### src/rtl/matrix_result_streamer_if.sv
// matrix_result_streamer_if: capture strobes (res_*, in_ready) and output stream (out_*, ovf, mat_count); master drives, slave is the streamer
interface matrix_result_streamer_if #(
  parameter int DATA_W = 8,
  parameter int N = 4
);
  localparam int AW = $clog2(N * N);
  logic res_we;
  logic [AW-1:0] res_addr;
  logic [DATA_W-1:0] res_data;
  logic res_done;
  logic in_ready;
  logic [DATA_W-1:0] out_data;
  logic out_valid;
  logic out_ready;
  logic out_row_end;
  logic out_last;
  logic ovf;
  logic [7:0] mat_count;
  modport master (
    output res_we, res_addr, res_data, res_done, out_ready,
    input in_ready, out_data, out_valid, out_row_end, out_last, ovf, mat_count
  );
  modport slave (
    input res_we, res_addr, res_data, res_done, out_ready,
    output in_ready, out_data, out_valid, out_row_end, out_last, ovf, mat_count
  );
endinterface

### src/rtl/matrix_result_streamer.sv
// matrix_result_streamer: ping-pong NxN capture (clk, rst, bus.res_* in / in_ready out) streamed row-major over bus.out_* valid/ready with ovf and mat_count
module matrix_result_streamer #(
  parameter int DATA_W = 8,
  parameter int N = 4
) (
  input logic clk,
  input logic rst,
  matrix_result_streamer_if.slave bus
);
  localparam int NN = N * N;
  localparam int AW = $clog2(NN);
  typedef enum logic {IDLE, STREAM} state_t;
  state_t state_q, state_d;
  logic [DATA_W-1:0] mem_q [2][NN];
  logic [1:0] full_q, full_d;
  logic wbank_q, wbank_d, rbank_q, rbank_d, ovf_q, ovf_d;
  logic row_end_q, row_end_d, last_q, last_d;
  logic [AW-1:0] idx_q, idx_d, nidx;
  logic [DATA_W-1:0] data_q, data_d;
  logic [7:0] mc_q, mc_d;
  logic in_ready, wr, dn, xfer, fin, load, lbank;
  always_comb begin
    in_ready = !full_q[wbank_q];
    wr = bus.res_we && in_ready;
    dn = bus.res_done && in_ready;
    xfer = state_q == STREAM && bus.out_ready;
    fin = xfer && idx_q == AW'(NN - 1);
    load = state_q == IDLE ? full_q[rbank_q] : xfer && (!fin || full_q[!rbank_q]);
    lbank = fin ? !rbank_q : rbank_q;
    nidx = (state_q == IDLE || fin) ? '0 : idx_q + 1'b1;
    full_d = full_q;
    if (fin) full_d[rbank_q] = 1'b0;
    if (dn) full_d[wbank_q] = 1'b1;
    state_d = load ? STREAM : fin ? IDLE : state_q;
    idx_d = load ? nidx : idx_q;
    data_d = load ? mem_q[lbank][nidx] : data_q;
    row_end_d = load ? (32'(nidx) % N == N - 1) : row_end_q;
    last_d = load ? nidx == AW'(NN - 1) : last_q;
    wbank_d = wbank_q ^ dn;
    rbank_d = rbank_q ^ fin;
    mc_d = mc_q + 8'(fin);
    ovf_d = ovf_q || ((bus.res_we || bus.res_done) && !in_ready);
  end
  always_ff @(posedge clk)
    if (wr) mem_q[wbank_q][bus.res_addr] <= bus.res_data;
  always_ff @(posedge clk) begin
    if (rst) begin
      state_q <= IDLE;
      full_q <= '0;
      wbank_q <= 1'b0;
      rbank_q <= 1'b0;
      idx_q <= '0;
      data_q <= '0;
      row_end_q <= 1'b0;
      last_q <= 1'b0;
      mc_q <= '0;
      ovf_q <= 1'b0;
    end else begin
      state_q <= state_d;
      full_q <= full_d;
      wbank_q <= wbank_d;
      rbank_q <= rbank_d;
      idx_q <= idx_d;
      data_q <= data_d;
      row_end_q <= row_end_d;
      last_q <= last_d;
      mc_q <= mc_d;
      ovf_q <= ovf_d;
    end
  end
  assign bus.in_ready = in_ready;
  assign bus.out_valid = state_q == STREAM;
  assign bus.out_data = data_q;
  assign bus.out_row_end = row_end_q;
  assign bus.out_last = last_q;
  assign bus.ovf = ovf_q;
  assign bus.mat_count = mc_q;
endmodule

### src/flat_wrapper.sv
// flat-port wrapper written by rule: the top's interface ports become plain ports
module matrix_result_streamer_flat 
#(
  parameter int DATA_W = 8,
  parameter int N = 4
)
  (clk, rst, bus_res_we, bus_res_addr, bus_res_data, bus_res_done, bus_out_ready, bus_in_ready, bus_out_data, bus_out_valid, bus_out_row_end, bus_out_last, bus_ovf, bus_mat_count);
  matrix_result_streamer_if #(.DATA_W(DATA_W), .N(N)) bus_i ();
  input logic clk;
  input logic rst;
  input wire logic [$bits(bus_i.res_we)-1:0] bus_res_we;
  input wire logic [$bits(bus_i.res_addr)-1:0] bus_res_addr;
  input wire logic [$bits(bus_i.res_data)-1:0] bus_res_data;
  input wire logic [$bits(bus_i.res_done)-1:0] bus_res_done;
  input wire logic [$bits(bus_i.out_ready)-1:0] bus_out_ready;
  output wire logic [$bits(bus_i.in_ready)-1:0] bus_in_ready;
  output wire logic [$bits(bus_i.out_data)-1:0] bus_out_data;
  output wire logic [$bits(bus_i.out_valid)-1:0] bus_out_valid;
  output wire logic [$bits(bus_i.out_row_end)-1:0] bus_out_row_end;
  output wire logic [$bits(bus_i.out_last)-1:0] bus_out_last;
  output wire logic [$bits(bus_i.ovf)-1:0] bus_ovf;
  output wire logic [$bits(bus_i.mat_count)-1:0] bus_mat_count;
  assign bus_i.res_we = bus_res_we;
  assign bus_i.res_addr = bus_res_addr;
  assign bus_i.res_data = bus_res_data;
  assign bus_i.res_done = bus_res_done;
  assign bus_i.out_ready = bus_out_ready;
  assign bus_in_ready = bus_i.in_ready;
  assign bus_out_data = bus_i.out_data;
  assign bus_out_valid = bus_i.out_valid;
  assign bus_out_row_end = bus_i.out_row_end;
  assign bus_out_last = bus_i.out_last;
  assign bus_ovf = bus_i.ovf;
  assign bus_mat_count = bus_i.mat_count;
  matrix_result_streamer #(.DATA_W(DATA_W), .N(N)) u_core (.clk(clk), .rst(rst), .bus(bus_i));
endmodule
### config.mk
export PLATFORM = sky130hd
export DESIGN_NAME = matrix_result_streamer_flat
export DESIGN_NICKNAME = d
export VERILOG_FILES = /design/src/rtl/matrix_result_streamer_if.sv /design/src/rtl/matrix_result_streamer.sv /design/src/flat_wrapper.sv
export SDC_FILE = /design/constraint.sdc
export NUM_CORES = 1
export LEC_CHECK = 0
export ABC_AREA = 0
export CAP_MARGIN = 5
export CELL_PAD_IN_SITES_DETAIL_PLACEMENT = 0
export CELL_PAD_IN_SITES_GLOBAL_PLACEMENT = 1
export CORE_ASPECT_RATIO = 0.7
export CORE_UTILIZATION = 49
export CTS_BUF_LIST = sky130_fd_sc_hd__clkbuf_4
export CTS_CLUSTER_DIAMETER = 50
export DETAILED_ROUTE_END_ITERATION = 10
export PLACE_DENSITY = 0.78
export SETUP_SLACK_MARGIN = 0.2
export SYNTH_ARGS = -nofsm -noshare
export SYNTH_HDL_FRONTEND = slang
export SYNTH_SLANG_ARGS = --single-unit
### constraint.sdc
create_clock -name clk -period 2.35 [get_ports clk]
set_input_delay 0.5875 -clock clk [delete_from_list [all_inputs] [get_ports clk]]
set_output_delay 0.5875 -clock clk [all_outputs]
set_load 0.02 [all_outputs]
==> flow_summary.json <==
{
  "first_iter_violations": 1001,
  "worstPathRequired_ns": 2.91,
  "critPathKind": "in -> reg",
  "ff_latch_area_um2": 8260,
  "synth_edf_count": 256,
  "drt_pre_antenna_iters": 6,
  "antenna_found_initial": 1,
  "clock_path_buffers": 3,
  "cp.arrival_ns": 2.76,
  "synth_cell_types": 58,
  "slowest_stage": "clkdlybuf4s50_1",
  "ir_drop_mv": 0.644,
  "drive_above_1_share_pct": 33.5,
  "grt_pass1_vias": 8405,
  "ant_nets": 0,
  "area_growth_pct": 25.5,
  "fin_util_pct": 62.9,
  "synth_simple_gate_area_share_pct": 7.47,
  "hold_path.class": "reg -> reg",
  "synth_compound_gate_area_share_pct": 11.6,
  "synth_adder_area_share_pct": 0.210,
  "viasPerCell": 6.08,
  "hold_violations": 0,
  "die-area_um2": 24900,
  "place_congestion": 0.937,
  "core-area_um2": 23800,
  "rsz0062_at_grt": "true",
  "worst_pin_slew_ns": 0.495,
  "drc": 0,
  "synth_xor_xnor_area_share_pct": 0.442,
  "startpoint_type": "input port",
  "cts_sinks": 284,
  "grt_max_degree": 38,
  "cts_tree": "yes",
  "n_fill_cell": 1826,
  "max-slew-margin-rel_pct": 66.9,
  "hpwl_mm": 23.6,
  "setup_viol": 0,
  "vias": 8548,
  "cts-root-buf": "clkbuf_4",
  "nets": 1055,
  "skew_ns": 0.0407,
  "endpoint_kind": "flop",
  "pin_count": 38,
  "fin_crit_sh_pct": 93.7,
  "leakage_nw": 5.07,
  "path_clk_slew_ns": 0.07,
  "crit_path_cell_trace": "clkdlybuf4s50_1, and4_4, buf_6, o21ai_0, buf_4, a221oi_2, o21ai_1, buf_4, a32oi_1, a41oi_1",
  "portBuffers": 37,
  "cts_max_level": 3,
  "rows": 47,
  "synthMuxAreaShare_pct": 8.66,
  "grt_overflow": 0,
  "ys_seq_elements": 284,
  "fmaxAchievable_ghz": 0.454,
  "status": "finished, final reports clean",
  "multi_input_comb_area_um2": 3650,
  "syn-mean-instance-area_um2": 14.7,
  "initial_core_util_pct": 50.1,
  "place_area_um2": 13600,
  "synthCells": 812,
  "maxCapViolCount": 0,
  "synth_nets": 831,
  "drt-total-wl_mm": 36.0,
  "synth_top_family_by_area": "compound AO/OA/AOI/OAI gates",
  "syn_area_um2": 11900,
  "synth_ff_type": "edfxtp_1",
  "fin_crit_ns": 2.20,
  "clock_latency_ns": 0.71,
  "wl_per_cell_um": 25.6,
  "fp.dieW_um": 188,
  "final_area_um2": 14900,
  "yosysWarningCount": 0,
  "crit_fanout": 8,
  "hold_buffers": 0,
  "grt_pass1_wl_mm": 52.8,
  "ys_seq_area_share_pct": 69.3,
  "slew_viol_final": 0,
  "async_flop_share_pct": 0,
  "max_stage_delay_ns": 0.58,
  "cts_buffers": 69,
  "crit_path_frequent_cell": "buf_4",
  "power_density_nw_per_um2": 702,
  "die_y_um": 132,
  "grt_usage_pct": 29.5
}
final timing paths:
| path | to | from | cells after the start | slack, ns |
|---|---|---|---|---|
| worst min-delay path | u_core.bus.out_row_end$_SDFFE_PP0P_ | u_core.bus.out_row_end$_SDFFE_PP0P_ | 2 | 0.46 |
| worst min register to register | u_core.bus.out_row_end$_SDFFE_PP0P_ | u_core.bus.out_row_end$_SDFFE_PP0P_ | 2 | 0.46 |
| worst max-delay path | u_core.bus.out_data[6]$_SDFFE_PP0P_ | bus_out_ready | 10 | 0.15 |
| worst max register to register | u_core.bus.out_data[6]$_SDFFE_PP0P_ | u_core.idx_q[1]$_SDFFE_PP0P_ | 10 | 0.16 |
layout make-up:
type	instances	share of cell area, %
Multi-Input combinational cell	471	24.4
Clock inverter	18	0.486
Timing Repair Buffer	205	11.7
Antenna cell	1	0.0168
Tap cell	318	2.66
Clock buffer	105	5.28
Sequential cell	284	55.3
Inverter	5	0.126
routing by layer:
metal  wire (um)  GRT usage, %
met2       15500          41.4
met3        4270          8.04
met5           0             0
met4         682          9.03
met1       15500          44.6
critical path, delay by kind of cell:
| family | cells | cell delay, ns |
|---|---|---|
| simple gates | 1 | 0.29 |
| compound gates | 5 | 0.78 |
| buf+inv | 4 | 1.08 |
cell usage after synthesis, drive strengths merged (3+ instances only):
cell | count | area, um2
a2111oi | 3 | 35.0
a211o | 4 | 35.0
a211oi | 25 | 188
a21oi | 28 | 140
a221o | 12 | 120
a221oi | 16 | 140
a22oi | 3 | 22.5
a311o | 4 | 40.0
a31oi | 10 | 62.6
a32oi | 6 | 52.6
a41oi | 7 | 61.3
and2 | 18 | 113
and3 | 6 | 37.5
buf | 32 | 185
clkbuf | 20 | 76.3
dfxtp | 28 | 561
edfxtp | 256 | 7690
inv | 5 | 18.8
mux2 | 22 | 248
mux2i | 67 | 671
mux4 | 5 | 113
nand2 | 33 | 126
nand3 | 29 | 150
nand3b | 8 | 60.1
nand4 | 3 | 33.8
nor2 | 69 | 259
nor2b | 3 | 18.8
nor3 | 3 | 15.0
o2111ai | 7 | 61.3
o211ai | 6 | 45.0
o21ai | 28 | 155
o221ai | 10 | 87.6
o22ai | 9 | 56.3
o311a | 3 | 30.0
or3 | 7 | 43.8
xor2 | 4 | 35.0
state kept, by name (all words and copies together) (netlist names):
| register | count |
|---|---|
| u_core.bus.mat_count | 8 |
| u_core.bus.out_row_end | 1 |
| u_core.bus.out_data | 8 |
| u_core.bus.out_last | 1 |
| u_core.mem_q | 256 |
| u_core.bus.out_valid | 1 |
| u_core.rbank_q | 1 |
| u_core.wbank_q | 1 |
| u_core.idx_q | 4 |
| u_core.full_q | 2 |
| u_core.bus.ovf | 1 |
stage by stage:
stage               TNS, ns  std cells  worst slack (ns)  hold WS (ns)  power (W)
global placement      -6.16       1269            -0.585         0.451    0.00649
floorplan                 0        812             0.201         0.480    0.00603
global route              0       1407            0.0764         0.485     0.0108
detailed placement    -7.58       1269            -0.644         0.445    0.00651
CTS                       0       1401            0.0708         0.452     0.0105
finish                    0       1407             0.148         0.456     0.0105
logic make-up (layout without fill, tap and decap cells):
logic type / Yosys count / after routing
other: 0 / 1
AND/OR/NAND/NOR: 183 / 183
adder cells (fa/ha/maj): 2 / 2
flip-flops: 284 / 284
XOR/XNOR: 6 / 6
buffers and inverters: 57 / 333
AO/OA/AOI/OAI: 186 / 186
multiplexers: 94 / 94
power breakdown:
group	total [W]	leakage, nW	internal, W	switching, W
sequential	0.00560	2.54	0.00555	0.0000461
combinational	0.000895	2.02	0.000338	0.000557
clock	0.00399	0.520	0.00204	0.00195
cells in the final DEF, fill, tap and decap left out, drive strengths merged, types with 22 or more instances in the layout:
cell type and count:
o21ai 28, nand2 33, nor2 69, buf 167
a211oi 25, a21oi 28, edfxtp 256, clkbuf 106
mux2 22, mux2i 67, nand3 29, dfxtp 28
timing repair:
| item | in CTS | in global routing |
|---|---|---|
| setup buffers | 5 | 5 |
| endpoints found under the setup margin | 29 | 12 |
| gates resized for setup | 67 | 35 |
| cloned | 4 | 0 |
| pin swaps | 15 | 6 |
(Power assumes the default switching activity.)
